--- config.mk ---
export PLATFORM = sky130hd
export DESIGN_NAME = sync_fifo_thresh
export DESIGN_NICKNAME = d
export VERILOG_FILES = /design/src/rtl/sync_fifo_thresh.sv
export SDC_FILE = /design/constraint.sdc
export NUM_CORES = 1
export LEC_CHECK = 0
export CAP_MARGIN = 20
export CORE_MARGIN = 1
export CORE_UTILIZATION = 55
export DETAILED_ROUTE_END_ITERATION = 10
export PLACE_DENSITY_LB_ADDON = 0.3
export SLEW_MARGIN = 20
export SYNTH_ARGS = -nofsm -noshare
export SYNTH_HDL_FRONTEND = slang
export SYNTH_SLANG_ARGS = --single-unit
--- constraint.sdc ---
create_clock -name clk -period 9.1 [get_ports clk]
set_input_delay 2.73 -clock clk [delete_from_list [all_inputs] [get_ports clk]]
set_output_delay 2.73 -clock clk [all_outputs]
set_load 0.02 [all_outputs]
--- src/rtl/sync_fifo_thresh.sv ---
// Single-clock FIFO with fill count, almost-full/almost-empty thresholds,
// overflow/underflow error pulses and selectable first-word-fall-through read.
// Status flags are registered and are recomputed from the next pointer state,
// so they always agree with the registered count and never glitch.
module sync_fifo_thresh #(
   parameter int DATA_WIDTH    = 8,
   parameter int DATA_DEPTH    = 16,
   parameter int PTR_WIDTH     = 4,
   parameter int AFULL_THRESH  = 12,
   parameter int AEMPTY_THRESH = 4,
   parameter int FWFT          = 0
) (
   input  logic                  clk,
   input  logic                  rst,
   input  logic                  w_en,
   input  logic [DATA_WIDTH-1:0] w_data,
   input  logic                  r_en,
   output logic [DATA_WIDTH-1:0] r_data,
   output logic                  full,
   output logic                  empty,
   output logic                  almost_full,
   output logic                  almost_empty,
   output logic [PTR_WIDTH:0]    count,
   output logic                  overflow,
   output logic                  underflow
);

   localparam logic [PTR_WIDTH:0] DEPTH_LVL  = (PTR_WIDTH+1)'(DATA_DEPTH);
   localparam logic [PTR_WIDTH:0] AFULL_LVL  = (PTR_WIDTH+1)'(AFULL_THRESH);
   localparam logic [PTR_WIDTH:0] AEMPTY_LVL = (PTR_WIDTH+1)'(AEMPTY_THRESH);
   localparam logic [PTR_WIDTH:0] PTR_ONE    = (PTR_WIDTH+1)'(1);

   // Storage is deliberately not reset; empty gating hides stale words.
   logic [DATA_WIDTH-1:0] mem [0:DATA_DEPTH-1];

   logic [PTR_WIDTH:0]    w_ptr;
   logic [PTR_WIDTH:0]    r_ptr;
   logic [PTR_WIDTH:0]    w_ptr_next;
   logic [PTR_WIDTH:0]    r_ptr_next;
   logic [PTR_WIDTH:0]    count_next;
   logic                  wr_acc;
   logic                  rd_acc;
   logic [DATA_WIDTH-1:0] r_data_reg;
   logic [DATA_WIDTH-1:0] fwft_data;

   // Acceptance from pre-edge flags, next pointers, and the resulting fill level.
   always_comb begin
      wr_acc     = 1'b0;
      rd_acc     = 1'b0;
      w_ptr_next = w_ptr;
      r_ptr_next = r_ptr;
      count_next = count;

      wr_acc = w_en && !full;
      rd_acc = r_en && !empty;

      if (wr_acc) begin
         w_ptr_next = w_ptr + PTR_ONE;
      end else begin
         w_ptr_next = w_ptr;
      end

      if (rd_acc) begin
         r_ptr_next = r_ptr + PTR_ONE;
      end else begin
         r_ptr_next = r_ptr;
      end

      // Binary pointers with one extra wrap bit: their difference is the fill level.
      count_next = w_ptr_next - r_ptr_next;
   end

   // Pointers, count, registered status flags and error pulses.
   always_ff @(posedge clk) begin
      if (rst) begin
         w_ptr        <= '0;
         r_ptr        <= '0;
         count        <= '0;
         full         <= 1'b0;
         empty        <= 1'b1;
         almost_full  <= 1'b0;
         almost_empty <= 1'b1;
         overflow     <= 1'b0;
         underflow    <= 1'b0;
      end else begin
         w_ptr        <= w_ptr_next;
         r_ptr        <= r_ptr_next;
         count        <= count_next;
         full         <= (count_next == DEPTH_LVL);
         empty        <= (count_next == '0);
         almost_full  <= (count_next >= AFULL_LVL);
         almost_empty <= (count_next <= AEMPTY_LVL);
         overflow     <= w_en && full;
         underflow    <= r_en && empty;
      end
   end

   // Memory write port; nothing lands during a reset cycle.
   always_ff @(posedge clk) begin
      if (!rst && wr_acc) begin
         mem[w_ptr[PTR_WIDTH-1:0]] <= w_data;
      end
   end

   // Standard-mode read register: loads on an accepted read, holds otherwise.
   always_ff @(posedge clk) begin
      if (rst) begin
         r_data_reg <= '0;
      end else if (rd_acc) begin
         r_data_reg <= mem[r_ptr[PTR_WIDTH-1:0]];
      end else begin
         r_data_reg <= r_data_reg;
      end
   end

   // Fall-through view of the head word, forced to zero while empty.
   always_comb begin
      fwft_data = '0;
      if (empty) begin
         fwft_data = '0;
      end else begin
         fwft_data = mem[r_ptr[PTR_WIDTH-1:0]];
      end
   end

   assign r_data = (FWFT != 0) ? fwft_data : r_data_reg;

endmodule

# [Yosys cells after proc, flatten, opt, wreduce, memory -nomap -nowiden]
# Memory sizes are Yosys's and may differ from the RTL's. A register that Yosys moved wholly into a read port is not among the register bits.
# Index checks and enable logic that the tools add are counted.
# W data, S select, Z words.
[op_classes] n_reduce_logical=9 n_eq_ne=1 mux=4 n_lt_le_gt_ge=2 add_sub_neg=3
[op_table] cell="$add A5 B1 Y5 const B" n=2
[op_table] cell="$mux W5" n=2
[op_table] cell="$eq A5 B5 Y1 const B" n=1
[op_table] cell="$ge A5 B4 Y1 const B" n=1
[op_table] cell="$le A5 B3 Y1 const B" n=1
[op_table] cell="$logic_and A1 B1 Y1" n=5
[op_table] cell="$logic_not A5 Y1" n=1
[op_table] cell="$sub A5 B5 Y5" n=1
[op_table] cell="$logic_not A1 Y1" n=3
[op_table] cell="$mux W1" n=2
[totals] in_bits=12 out_inout_bits=19 n_memories=1 word_cells=29 ramBits=128 ff_bits=21
[memory_table] name="mem" words=16 width=8 rd=1 rd_ports_with_merged_regs=1 wr=1 line="34" rtl="logic [DATA_WIDTH-1:0] mem [0:DATA_DEPTH-1];"

# [Logic depth before layout (Yosys ltp)]
[depth] depth_word=5 depth_mapped=10 depth_no_buf=10

# [Worst setup path after synthesis]
# Ideal clock, no wire load.
[synth_path] path_kind="input to register" start="in r_en" end="reg empty" required_time_ps=8984 path_buffers=1 arrival_time_ps=4650 setup_ps=116 path_stages=10 slack_ps=4334 cell_sequence="nand2b_1 clkbuf_1 xnor2_1 ha_1 inv_1 fa_1 a21o_1 a21oi_1 xnor3_2 a41o_1"
[synth_via] elab_chain_len=4
[synth_lines] element="start: declaration" line="17" rtl="input logic r_en,"
[synth_lines] element="$logic_and A1 B1 Y1" line="55" rtl="rd_acc = r_en && !empty;"
[synth_lines] element="$mux W5" line="63" rtl="if (rd_acc) begin"
[synth_lines] element="net r_ptr_next[0]" line="39" rtl="logic [PTR_WIDTH:0] r_ptr_next;"
[synth_lines] element="$sub A5 B5 Y5" line="70" rtl="count_next = w_ptr_next - r_ptr_next;"
[synth_lines] element="$logic_not A5 Y1" line="90" rtl="empty <= (count_next == '0);"
[synth_lines] element="end signal: assignment" line="90"
[synth_lines] element="end: declaration" line="20" rtl="output logic empty,"
# The timed path passes the listed nets, and every way through them passes these cells.
# A chain may end at the register's enable or synchronous reset.

# [Final worst setup path]
# Ends and elaborated chain as after synthesis.

==> run metrics <==
Critical Path AT=5.45 ns; num ports=31; cells along the critical path=clkdlybuf4s50_1 -> nand2b_1 -> xnor2_1 -> ha_1 -> inv_1 -> fa_1 -> a21o_1 -> a21oi_1 -> xnor3_2 -> a41o_1; vias per inst=5.96; clock-pin slew on the worst setup and hold paths=around 0.060 ns; skew final=0.00826 ns; f_max=199 MHz; clk_lat worst skew=0.53 ns; worst vdd ir=~0.00021 V; Setup crit end kind=register; initial drt markers=253; area delta synth->final=16.4%; LEAKAGE=0.00233 uW; Avg WL per Cell=21.8 um; power share of the clock group=0.381; WP data required=between 9 and 10 ns; sequential area share after synthesis=0.717; Congestion Overflow GR=0; first-pass GRT wire length=18000 um; Final GP Congestion=0.864; clk sink count=157; minimum clock period=a little over 5 ns; Setup Slack @ Placement=3.35 ns; die height=108 um; Antenna Cells=0; Die X=108 um; CTS Buffer Depth=2; Setup CP Type=in -> reg; Pins Over Slew Limit=0; NetSw=430 uW; postcts setup bufs=0; switching part of the total=0.241; Largest stage delay, worst path=0.49 ns; #FFs+latches synth=around 160; Max Cap Violations=0; vias in the first global route=3173; Initial Util=0.566; multi-input logic area=0.00165 mm^2; met2 wire len=between 5000 and 6000 um; final worst setup slack=about 4 ns; gr usage total=0.228; Post-DP Area=between 0.006 and 0.007 mm^2; Pre-antenna DRT Iters=4; worst slew pin tran=approximately 0.86 ns; synthesized area per cell=18.0 um^2; area of the die=0.0116 mm^2; Warnings, synthesis=0; post-synth net total=365; Hold-fix buffers, CTS=0; Critical Path Start Type=input pin; pin count of the biggest net entering global routing=36; mapped cell area=0.00617 mm^2; initial antenna violation count=0; uppermost layer routed=met4; CTS tree=built; crit-path max FO=17; # nets final=401; non-filler cells in the finished layout=532; max FFs per register=between 100 and 150; Post-DRT Antenna Nets=0; final instance area=slightly above 0.007 mm^2; final setup violation count=0; Gate Count Post-Synth=about 340; DP HPWL=7420 um; Crit path depth=10; post-CTS sizing=0; H-tree depth=4; Fill cells=735; Register Area=0.00443 mm^2; power share of the sequential group=0.459; outcome=finished, final reports clean; pwr dens=249 mW/mm^2; RSZ-0062 raised after global routing=false; Root Driver=clkbuf_8; Port Buffers=30; Hold Violations, Final=0; combined buffer and inverter count along the critical path=2; Routed WL=around 12000 um; R2R depth=9; Hold Crit Class=reg -> reg; cell class contributing the biggest share of worst-path delay=XOR/XNOR gates; met3 wire len=697 um; period utilization=0.553; # rows=38; internal power=~1400 uW; DRC=0; Num CTS Buffers=17; slowest CP cell=clkdlybuf4s50_1; logic gate share of total power=0.160; core area=0.0109 mm^2; synth unique cells=43; setup TNS=0 ns; Max-slew headroom=0.427; via count=3171; placed cells=500; Metal-1 WL=4860 um; hold path depth=2; layout cells sized above 1=0.207
-- cell usage in the layout (no fill, tap or decap), types with 2 or more instances in the layout --
cell / synthesis / routed
edfxtp_1: 128 / 128
mux4_2: 32 / 32
clkdlybuf4s50_1: 0 / 30
dfxtp_1: 29 / 28
nor2_1: 25 / 25
a21oi_1: 17 / 17
a22oi_1: 16 / 16
clkbuf_16: 0 / 16
ha_1: 9 / 9
nand2_1: 8 / 8
inv_1: 6 / 6
xnor2_1: 5 / 5
and2_1: 5 / 5
nor2b_1: 5 / 5
buf_4: 1 / 5
nor3_2: 0 / 4
clkinv_2: 0 / 4
clkinvlp_4: 0 / 4
xor2_1: 3 / 3
nand4_1: 3 / 3
nor4_1: 3 / 3
bufinv_16: 0 / 3
nand2b_1: 2 / 2
nand3b_1: 2 / 2
nor3b_2: 0 / 2
o21a_1: 2 / 2
clkbuf_1: 8 / 2
-- cells by family (layout without fill, tap and decap cells) --
family | count (synthesis) | in the layout | synth area share
flops | 157 | 157 | 0.717
compound gates | 40 | 40 | 0.0422
mux | 33 | 33 | 0.118
fa+ha+maj | 10 | 10 | 0.0215
buf+inv | 24 | 73 | 0.0207
simple gates | 69 | 69 | 0.0619
xor+xnor | 10 | 10 | 0.0179
-- per-stage QoR --
stage	total power [uW]	hold WS (ns)	util
floorplan	1040	0.473	-
global placement	1120	0.469	0.604
detailed placement	1120	0.480	0.605
CTS	1800	0.497	0.658
global route	1850	0.528	0.659
finish	1790	0.495	0.659
-- routing by layer --
layer / global-route usage / up-vias
met4: 0.119 / 0
met5: 0 / -
met1: 0.297 / 1627
met2: 0.347 / 99
met3: 0.0702 / 24
li1: - / 1421
-- synthesized netlist by cell type, drive strengths merged --
| master | number | share of area |
|---|---|---|
| dfxtp | 29 | 0.094 |
| a21oi | 17 | 0.014 |
| nand2b | 2 | 0.0020 |
| xnor2 | 5 | 0.0071 |
| a22oi | 16 | 0.019 |
| or3 | 1 | 0.0010 |
| a21o | 1 | 0.0012 |
| ha | 9 | 0.018 |
| clkbuf | 8 | 0.0049 |
| nor3b | 2 | 0.0024 |
| nor4b | 1 | 0.0024 |
| xnor3 | 1 | 0.0039 |
| nor3 | 5 | 0.0041 |
| nor4 | 3 | 0.0030 |
| inv | 6 | 0.0037 |
| or2 | 1 | 0.0010 |
| fa | 1 | 0.0032 |
| and2 | 5 | 0.0051 |
| o21ai | 1 | 0.00081 |
| o22ai | 1 | 0.0010 |
| nand4 | 4 | 0.0065 |
| buf | 10 | 0.012 |
| edfxtp | 128 | 0.62 |
| o221a | 1 | 0.0018 |
| nand3 | 1 | 0.00081 |
| mux2i | 1 | 0.0016 |
| and3 | 2 | 0.0022 |
| o21a | 2 | 0.0024 |
| nor2b | 7 | 0.0087 |
| nor2 | 25 | 0.015 |
| mux4 | 32 | 0.12 |
| nand2 | 8 | 0.0049 |
| xor2 | 4 | 0.0069 |
| nand3b | 2 | 0.0024 |
| a41o | 1 | 0.0016 |
-- power by group through the flow --
stage	combinational, uW	clock, uW	sequential, uW
2_1_floorplan	179	0	857
3_3_place_gp	285	0	834
3_5_place_dp	290	0	835
4_1_cts	291	690	820
5_1_grt	313	718	823
6_report	286	680	820
-- worst min-delay path: stages (launching register included) --
cell and delay (ns):
dfxtp_1 0.33, a21oi_1 0.06, nor2_1 0.07
-- worst paths after layout --
check	startpoint	end	slack (ns)
worst max-delay path	r_en	empty	4.07
worst min-delay path	r_data[5]	r_data[5]	0.49
worst max register to register	r_ptr[1]	full	6.30
worst min register to register	r_data[5]	r_data[5]	0.49
-- area by class of cell --
type / count / share of cell area
clock buffers: 19 / 0.0588
repair buffers: 35 / 0.0471
well taps: 140 / 0.0244
inverters: 6 / 0.00314
flip-flops and latches: 157 / 0.617
multi-input cells: 162 / 0.229
clock inverters: 13 / 0.0207
(Power assumes the default switching activity.)
